### src/rtl/if_fetch_pkg.sv
// Shared types, constants and helpers for the instruction-fetch stage.
// Optional branch redirect support is enabled with `define IF_REDIRECT_EN.
package if_fetch_pkg;

   localparam int unsigned INST_ADDR_W = 32;
   localparam int unsigned INST_W      = 32;
   localparam int unsigned FETCH_DEPTH = 2;

   localparam logic [INST_W-1:0] ZERO_WORD = '0;

   typedef logic [INST_ADDR_W-1:0] inst_addr_t;
   typedef logic [INST_W-1:0]      inst_t;

   typedef enum logic [1:0] {
      FETCH_IDLE = 2'd0,
      FETCH_REQ  = 2'd1,
      FETCH_WAIT = 2'd2
   } fetch_state_e;

   typedef struct packed {
      inst_addr_t pc;
      inst_t      inst;
   } fetch_entry_t;

   // Fetches are word granular, so the low two address bits are always cleared.
   function automatic inst_addr_t word_align(input inst_addr_t addr);
      return addr & ~inst_addr_t'(3);
   endfunction

   function automatic inst_addr_t next_pc(input inst_addr_t pc);
      return pc + inst_addr_t'(4);
   endfunction

endpackage

### src/rtl/if_fetch_fifo.sv
// Synchronous FIFO buffering fetched {pc, inst} entries toward decode.
// Flush wins over push/pop; pop on empty is ignored; head is read straight from storage.
module if_fetch_fifo #(
   parameter  int unsigned DEPTH = 2,
   parameter  int unsigned WIDTH = 64,
   localparam int unsigned PTR_W = $clog2(DEPTH)
) (
   input  logic             clk,
   input  logic             rst,
   input  logic             push,
   input  logic             pop,
   input  logic             flush,
   input  logic [WIDTH-1:0] wdata,
   output logic [WIDTH-1:0] rdata,
   output logic             full,
   output logic             empty,
   output logic [PTR_W:0]   count
);

   localparam int unsigned CNT_W = PTR_W + 1;

   logic [WIDTH-1:0] mem_q [DEPTH];
   logic [WIDTH-1:0] mem_d [DEPTH];
   logic [PTR_W-1:0] wr_ptr_q, wr_ptr_d;
   logic [PTR_W-1:0] rd_ptr_q, rd_ptr_d;
   logic [CNT_W-1:0] count_q, count_d;
   logic             do_push;
   logic             do_pop;

   assign full  = (count_q == CNT_W'(DEPTH));
   assign empty = (count_q == '0);
   assign count = count_q;
   assign rdata = mem_q[rd_ptr_q];

   // A push into a full buffer is only accepted when the head leaves in the same cycle.
   assign do_pop  = pop & ~empty;
   assign do_push = push & (~full | do_pop);

   always_comb begin
      mem_d    = mem_q;
      wr_ptr_d = wr_ptr_q;
      rd_ptr_d = rd_ptr_q;
      count_d  = count_q;
      if (flush) begin
         wr_ptr_d = '0;
         rd_ptr_d = '0;
         count_d  = '0;
      end else begin
         if (do_push) begin
            mem_d[wr_ptr_q] = wdata;
            wr_ptr_d        = wr_ptr_q + PTR_W'(1);
         end
         if (do_pop) begin
            rd_ptr_d = rd_ptr_q + PTR_W'(1);
         end
         count_d = count_q + CNT_W'(do_push) - CNT_W'(do_pop);
      end
   end

   always_ff @(posedge clk or negedge rst) begin
      if (!rst) begin
         for (int i = 0; i < int'(DEPTH); i++) begin
            mem_q[i] <= '0;
         end
         wr_ptr_q <= '0;
         rd_ptr_q <= '0;
         count_q  <= '0;
      end else begin
         mem_q    <= mem_d;
         wr_ptr_q <= wr_ptr_d;
         rd_ptr_q <= rd_ptr_d;
         count_q  <= count_d;
      end
   end

endmodule

### src/rtl/if_fetch.sv
// Instruction-fetch stage: owns the PC, fetches words over req/gnt/rvalid, buffers results for decode.
// `define IF_REDIRECT_EN adds redirect_i/redirect_pc_i with in-flight response discard.
module if_fetch
   import if_fetch_pkg::*;
#(
   parameter logic [31:0] RESET_PC   = 32'h0000_0000,
   parameter int unsigned FIFO_DEPTH = FETCH_DEPTH
) (
   input  logic        clk,
   input  logic        rst,
   output logic        inst_req_o,
   output logic [31:0] inst_addr_o,
   input  logic        inst_gnt_i,
   input  logic        inst_rvalid_i,
   input  logic [31:0] inst_rdata_i,
   output logic        if_valid_o,
   input  logic        if_ready_i,
   output logic [31:0] if_pc_o,
   output logic [31:0] if_inst_o
`ifdef IF_REDIRECT_EN
   ,
   input  logic        redirect_i,
   input  logic [31:0] redirect_pc_i
`endif
);

   localparam int unsigned CNT_W = $clog2(FIFO_DEPTH) + 1;
   localparam inst_addr_t  RESET_PC_ALIGNED = word_align(RESET_PC);

   fetch_state_e     state_q, state_d;
   inst_addr_t       pc_q, pc_d;
   logic             req_q, req_d;
   inst_addr_t       addr_q, addr_d;

   logic             push;
   logic             pop;
   logic             flush;
   logic             drop_rsp;
   logic             fifo_full;
   logic             fifo_empty;
   logic [CNT_W-1:0] fifo_count;
   logic [CNT_W-1:0] count_next;
   logic             slot_free;
   fetch_entry_t     push_entry;
   fetch_entry_t     head_entry;

`ifdef IF_REDIRECT_EN
   logic             discard_q, discard_d;
   inst_addr_t       redirect_pc;

   assign redirect_pc = word_align(redirect_pc_i);
   // Responses are dropped when they belong to a fetch made before a redirect.
   assign drop_rsp    = discard_q | redirect_i;
`else
   assign drop_rsp    = 1'b0;
`endif

   assign pop  = if_ready_i & ~fifo_empty;
   assign push = (state_q == FETCH_WAIT) & inst_rvalid_i & ~drop_rsp & (~fifo_full | pop);

   assign count_next = fifo_count + CNT_W'(push) - CNT_W'(pop);
   assign slot_free  = (count_next < CNT_W'(FIFO_DEPTH));

   assign push_entry.pc   = pc_q;
   assign push_entry.inst = inst_rdata_i;

   always_comb begin
      state_d = state_q;
      pc_d    = pc_q;
      req_d   = req_q;
      addr_d  = addr_q;
      flush   = 1'b0;
`ifdef IF_REDIRECT_EN
      discard_d = discard_q;
`endif
      unique case (state_q)
         FETCH_IDLE: begin
            if (slot_free) begin
               state_d = FETCH_REQ;
               req_d   = 1'b1;
               addr_d  = pc_q;
            end
         end
         FETCH_REQ: begin
            if (inst_gnt_i) begin
               state_d = FETCH_WAIT;
               req_d   = 1'b0;
            end
         end
         FETCH_WAIT: begin
            if (inst_rvalid_i) begin
               pc_d = drop_rsp ? pc_q : next_pc(pc_q);
`ifdef IF_REDIRECT_EN
               discard_d = 1'b0;
`endif
               if (slot_free) begin
                  state_d = FETCH_REQ;
                  req_d   = 1'b1;
                  addr_d  = pc_d;
               end else begin
                  state_d = FETCH_IDLE;
                  req_d   = 1'b0;
               end
            end
         end
         default: begin
            state_d = FETCH_IDLE;
            req_d   = 1'b0;
         end
      endcase

`ifdef IF_REDIRECT_EN
      // A redirect overrides sequential fetch; an accepted-but-unanswered request must be discarded.
      if (redirect_i) begin
         flush = 1'b1;
         pc_d  = redirect_pc;
         case (state_q)
            FETCH_REQ: begin
               if (inst_gnt_i) begin
                  state_d   = FETCH_WAIT;
                  req_d     = 1'b0;
                  discard_d = 1'b1;
               end else begin
                  state_d = FETCH_REQ;
                  req_d   = 1'b1;
                  addr_d  = redirect_pc;
               end
            end
            FETCH_WAIT: begin
               if (inst_rvalid_i) begin
                  state_d   = FETCH_REQ;
                  req_d     = 1'b1;
                  addr_d    = redirect_pc;
                  discard_d = 1'b0;
               end else begin
                  state_d   = FETCH_WAIT;
                  req_d     = 1'b0;
                  discard_d = 1'b1;
               end
            end
            default: begin
               state_d = FETCH_REQ;
               req_d   = 1'b1;
               addr_d  = redirect_pc;
            end
         endcase
      end
`endif
   end

   always_ff @(posedge clk or negedge rst) begin
      if (!rst) begin
         state_q <= FETCH_IDLE;
         pc_q    <= RESET_PC_ALIGNED;
         req_q   <= 1'b0;
         addr_q  <= RESET_PC_ALIGNED;
`ifdef IF_REDIRECT_EN
         discard_q <= 1'b0;
`endif
      end else begin
         state_q <= state_d;
         pc_q    <= pc_d;
         req_q   <= req_d;
         addr_q  <= addr_d;
`ifdef IF_REDIRECT_EN
         discard_q <= discard_d;
`endif
      end
   end

   if_fetch_fifo #(
      .DEPTH (FIFO_DEPTH),
      .WIDTH ($bits(fetch_entry_t))
   ) u_fifo (
      .clk   (clk),
      .rst   (rst),
      .push  (push),
      .pop   (pop),
      .flush (flush),
      .wdata (push_entry),
      .rdata (head_entry),
      .full  (fifo_full),
      .empty (fifo_empty),
      .count (fifo_count)
   );

   assign inst_req_o  = req_q;
   assign inst_addr_o = addr_q;
   assign if_valid_o  = ~fifo_empty;
   assign if_pc_o     = head_entry.pc;
   assign if_inst_o   = head_entry.inst;

endmodule

### config.mk
export PLATFORM = sky130hd
export DESIGN_NAME = if_fetch
export DESIGN_NICKNAME = d
export VERILOG_FILES = /design/src/rtl/if_fetch_pkg.sv /design/src/rtl/if_fetch_fifo.sv /design/src/rtl/if_fetch.sv
export SDC_FILE = /design/constraint.sdc
export NUM_CORES = 1
export LEC_CHECK = 0
export CAP_MARGIN = 20
export CORE_UTILIZATION = 59
export DETAILED_ROUTE_END_ITERATION = 7
export PLACE_DENSITY = 0.87
export RECOVER_POWER = 25
export SYNTH_ARGS = -nofsm -noshare
export SYNTH_HDL_FRONTEND = slang
export SYNTH_SLANG_ARGS = --single-unit
### constraint.sdc
create_clock -name clk -period 7.5 [get_ports clk]
set_input_delay 1.125 -clock clk [delete_from_list [all_inputs] [get_ports clk]]
set_output_delay 1.125 -clock clk [all_outputs]
set_load 0.02 [all_outputs]
## Word-level counts from Yosys, hierarchy flattened

Cells that the tools add are included.
W data, S select, Z words.

- Register bits: 199
- Bits of input ports: 37
- Word-level logic and storage cells: 65

- $add $sub $neg: 7
- Magnitude comparators: 4
- Equal/unequal tests: 7
- Mux-type cells: 20
- Bitwise logic cells: 11
- Reduce and logical (&&, ||, !) cells: 7

Operator list:

| kind | number |
|---|---|
| $mux W64 | 4 |
| $bwmux W128 | 1 |
| $mux W32 | 3 |
| $demux W64 S1 | 1 |
| $pmux W32 S2 | 1 |
| $add A32 B3 Y32 const B | 1 |
| $ne A2 B2 Y1 const B | 4 |
| $mux W2 | 3 |
| $pmux W2 S3 | 1 |
| $and A1 B1 Y1 | 5 |
| $mux W1 | 5 |
| $add A2 B1 Y2 | 2 |
| $eq A2 B2 Y1 const B | 2 |
| $ge A2 B2 Y1 const B | 2 |
| $logic_not A2 Y1 | 2 |
| $not A1 Y2 | 2 |
| $reduce_and A4 Y1 | 1 |
| $sub A2 B1 Y2 | 2 |
| $pmux W1 S3 | 1 |
| $reduce_and A3 Y1 | 1 |
| $add A1 B1 Y1 const B | 2 |
| $eq A2 B1 Y1 const B | 1 |
| $lt A2 B1 Y1 const B | 1 |
| $lt A2 B2 Y1 const B | 1 |
| 5 further kinds | 7 |

## Depth between registers and ports, before layout

- Word-level depth: 11
- Gate-level depth with buffers: 9
- Gate-level depth less buffers: 7

## By module

A second synthesis with hierarchy kept.

- Cells, all modules: 702
- Area, all modules: 9203.8 µm²

Modules (own cells, without submodules):

| module | times used | cells each | area an instance (µm²) |
|---|---|---|---|
| if_fetch_fifo | 1 | 370 | 5949.5 |
| if_fetch | 1 | 332 | 3254.4 |

## Least setup slack after synthesis

No wires, ideal clock.

- Path type: input -> register
- Start: in if_ready_i
- End: reg addr_q[10], in the netlist inst_addr_o[10]
- Arrival: 2.790 ns
- Data required time: 7.372 ns
- Slack: 4.583 ns
- Stages on the path: 7
- Buffers on the path: 1
- Cell sequence: and2_1 -> ha_1 -> xor2_1 -> a211oi_2 -> a21o_1 -> buf_4 -> mux2_1

- Longest elaborated chain between the ends: 8
- Elaborated cells between the ends (all ways): 9
- Those cells by class: 2 x add/sub; 1 x order compare; 2 x eq/ne; 3 x bitwise; 1 x reduce/logical

Ends and longest elaborated chain:

| element | line | source |
|---|---|---|
| from (decl) | if_fetch.sv:17 | `input logic if_ready_i,` |
| $and A1 B1 Y1 * | if_fetch.sv:58 | `assign pop = if_ready_i & ~fifo_empty;` |
| $or A1 B1 Y1 | if_fetch.sv:59 | `assign push = (state_q == FETCH_WAIT) & inst_rvalid_i & ~drop_rsp & (~fifo_full \| pop);` |
| $and A1 B1 Y1 | if_fetch.sv:59 |  |
| $add A2 B1 Y2 | if_fetch.sv:61 | `assign count_next = fifo_count + CNT_W'(push) - CNT_W'(pop);` |
| $sub A2 B1 Y2 * | if_fetch.sv:61 |  |
| $lt A2 B2 Y1 * | if_fetch.sv:62 | `assign slot_free = (count_next < CNT_W'(FIFO_DEPTH));` |
| $ne A2 B2 Y1 (no source line) | n/a |  |
| $reduce_and A4 Y1 (no source line) * | n/a |  |
| to (signal assigned) | if_fetch.sv:164 | `addr_q <= addr_d;` |
| to (decl) | if_fetch.sv:33 | `inst_addr_t addr_q, addr_d;` |

Mark *: on every way between the ends. The rest lies on a longest branch, timed or not.
A chain may end at the register's enable or synchronous reset.

## Worst setup path in the final report

- Start: reg u_fifo.rd_ptr_q
- End: out if_pc_o[17]

- Longest elaborated chain between the ends: 4

Ends and longest elaborated chain:

| element | line | source |
|---|---|---|
| from (decl) | if_fetch_fifo.sv:25 | `logic [PTR_W-1:0] rd_ptr_q, rd_ptr_d;` |
| from (signal assigned) | if_fetch_fifo.sv:71 | `rd_ptr_q <= rd_ptr_d;` |
| $not A1 Y2 (not written as such) | if_fetch_fifo.sv:33 | `assign rdata = mem_q[rd_ptr_q];` |
| $mux W64 (not written as such) (3 in a row) | if_fetch_fifo.sv:33 |  |
| to (decl) | if_fetch.sv:18 | `output logic [31:0] if_pc_o,` |

No other way between the ends. The select of a mux whose other input is x is not followed.

==> flow_summary.toml <==
[floorplanning]
die-area_mm2 = 0.01580
chipHeight_um = 125.7
placementRows = 44
design.core.area_mm2 = 0.01475
io_pins = 135
start_util_pct = 61.20
die_width_um = 125.7

[global_routing]
antenna_found_initial = 0
grt_util_all_layers_pct = 26.34
grt_pass1_wl_um = 32250
grt_pass1_vias = 6250
grt_remaining_overflow = 0
grt_max_degree = 117

[clocking]
cts-resized-gates = 0
cts_hold_buf = 0
path_clk_slew_ns = 0.06
cts.sinks = 191
htreeDepth = 4
clockBufferDepth = 2
postCtsSetupBuffers = 0
clock_latency_ns = 0.43
clockRootBuffer = "clkbuf_16"
tritoncts = "built"
cts_buffers = 17

[worst_setup_path]
rr_startpoint = "u_fifo.count[1]"
start_kind = "flop"
cp.required_ns = 6.38
crit_start = "u_fifo.rd_ptr_q"
cp_max_fo = 50
path_class = "flop to output port"
end_kind = "output port"
arrival_ns = 2.70

[place]
io_buffers = 130
place_inst = 960
dp_hpwl_um = 13090
gp_congestion = 0.8943

[routing]
drtIter0Drc = 410
vias_per_cell = 6.067
wire_per_inst_um = 19.74
drc = 0
drtAntennaViolNets = 0
totalWireLength_um = 19640
drt_pass1_iterations = 5
vias = 6037

[yosys]
ys_warn_count = 0
syn_avg_cell_area_um2 = 12.94
netlist.top_cell.by_area = "dfrtp_1"
synth_seq_cells = 191
ys_types = 53
synth_flop_cell = "dfrtp_1"
ys_seq_area_share_pct = 52.93
synth_top_area_share_pct = 52.93
synth_area_leaders = "dfrtp_1 53%, mux2_2 23%, xnor2_1 2.4%"
synthArstFlopShare_pct = 100.0
synth_area_mm2 = 0.009030
synth_edf_count = 0
netlist_instances = 698

[pwr]
ir_worst_vdd_mv = 0.2770
p_leak_nw = 4.841
p_per_area_mw_per_mm2 = 369.9

[sta]
max_freq_mhz = 261.3
fin_skew_ns = 0.007155
tightest_slew_ns = 0.9340
fin_crit_sh_pct = 51.02
setup_tns_ns = 0
finalCriticalPeriod_ns = 3.827
rsz0062_at_grt = "false"
slew_headroom_pct = 37.74
hold_viol = 0
setup_viol = 0
drv_slew = 0

[layout]
drive_gt1_share_pct = 29.72
areaGrowthSynthToFinish_pct = 21.49
fin_cells = 995
final_common_cell = "dfrtp_1"
final_net_count = 838
final_cell_mix = "190 x dfrtp_1, 188 x mux2_2, 128 x clkdlybuf4s50_1, 25 x xnor2_1, 22 x nand2_1"
n_antenna_cell = 0

[min_path]
min_from = "u_fifo.mem_q[119]"
hp-class = "flop to flop"

[flow_run]
cap_violations = 0

[outcome]
status = "complete, no violations"
==> worst paths after layout <==
| path | depth (start not counted) | slack, ns | end |
|---|---|---|---|
| max in group asynchronous | 3 | 4.82 | u_fifo.mem_q[104] |
| hold reg to reg | 1 | 0.50 | u_fifo.mem_q[119] |
| min in group asynchronous | 1 | 0.76 | pc_q[6] |
| setup / recovery | 3 | 3.67 | if_pc_o[17] |
| hold / removal | 1 | 0.50 | u_fifo.mem_q[119] |
| setup reg to reg | 8 | 4.57 | inst_addr_o[13] |
==> logic make-up after synthesis <==
group	Yosys count	synth area share [%]
multiplexers	199	24.80
flip-flops	191	52.93
AND/OR/NAND/NOR	129	8.757
buffers and inverters	69	3.977
AO/OA/AOI/OAI	60	4.614
XOR/XNOR	46	4.462
adder cells (fa/ha/maj)	3	0.4157
other	1	0.04153
==> cell usage after synthesis, types with 9 or more instances <==
library cell	count
buf_2	30
or4_1	12
a211oi_1	17
clkbuf_1	10
xnor2_1	25
inv_1	9
o31ai_1	12
mux2_1	10
nand4_1	15
nor3_1	11
dfrtp_1	191
buf_4	14
xor2_1	21
nor2_1	11
a31oi_1	18
nand3_1	14
nand2_1	23
mux2_2	188
==> worst max-delay path, cell delays in order (launching register included) <==
cell and delay [ns]:
dfrtp_2 0.60, buf_4 0.64, mux2_2 0.41, clkdlybuf4s50_1 0.59
==> stage by stage <==
| stage | area [um^2] | utilization [%] | hold WS [ns] | setup slack, ns | total power, mW |
|---|---|---|---|---|---|
| CTS | 10920 | 74.02 | 0.5054 | 3.230 | 4.044 |
| global route | 10970 | 74.36 | 0.5147 | 3.585 | 4.251 |
| finish | 10970 | 74.36 | 0.5021 | 3.673 | 4.058 |
| detailed placement | 10300 | 69.83 | 0.4877 | 2.787 | 3.092 |
| floorplan | 9041 | - | 0.4737 | 4.583 | 2.476 |
| global placement | 10300 | 69.83 | 0.4724 | 2.924 | 3.009 |
==> registers in the layout, indices dropped and copies added, names as in the netlist <==
name	count
u_fifo.mem_q	124
inst_addr_o	30
pc_q	30
state_q	2
u_fifo.count	2
inst_req_o	1
u_fifo.rd_ptr_q	1
u_fifo.wr_ptr_q	1
==> area by class of cell <==
type	count	area, um^2
clock buffers	23	488.0
inverters	9	33.78
flip-flops and latches	191	4781
repair buffers	138	1401
well taps	184	230.2
clock inverters	9	131.4
fillers	949	3784
multi-input cells	441	3905
==> report_power, final <==
group | internal (mW) | switching, mW
registers | 1.31 | 0.203
clock network | 0.560 | 0.377
logic | 0.844 | 0.767
total | 2.71 | 1.35
==> routing by layer <==
layer / up-vias / track usage (%) / wire length [um]
met5: - / 0 / 0
met4: 0 / 10.19 / 452
met3: 34 / 8.539 / 1511
met2: 206 / 43.14 / 9708
met1: 3078 / 32.56 / 7967
li1: 2719 / - / -
Note: power is estimated with default switching activity, not from simulation.
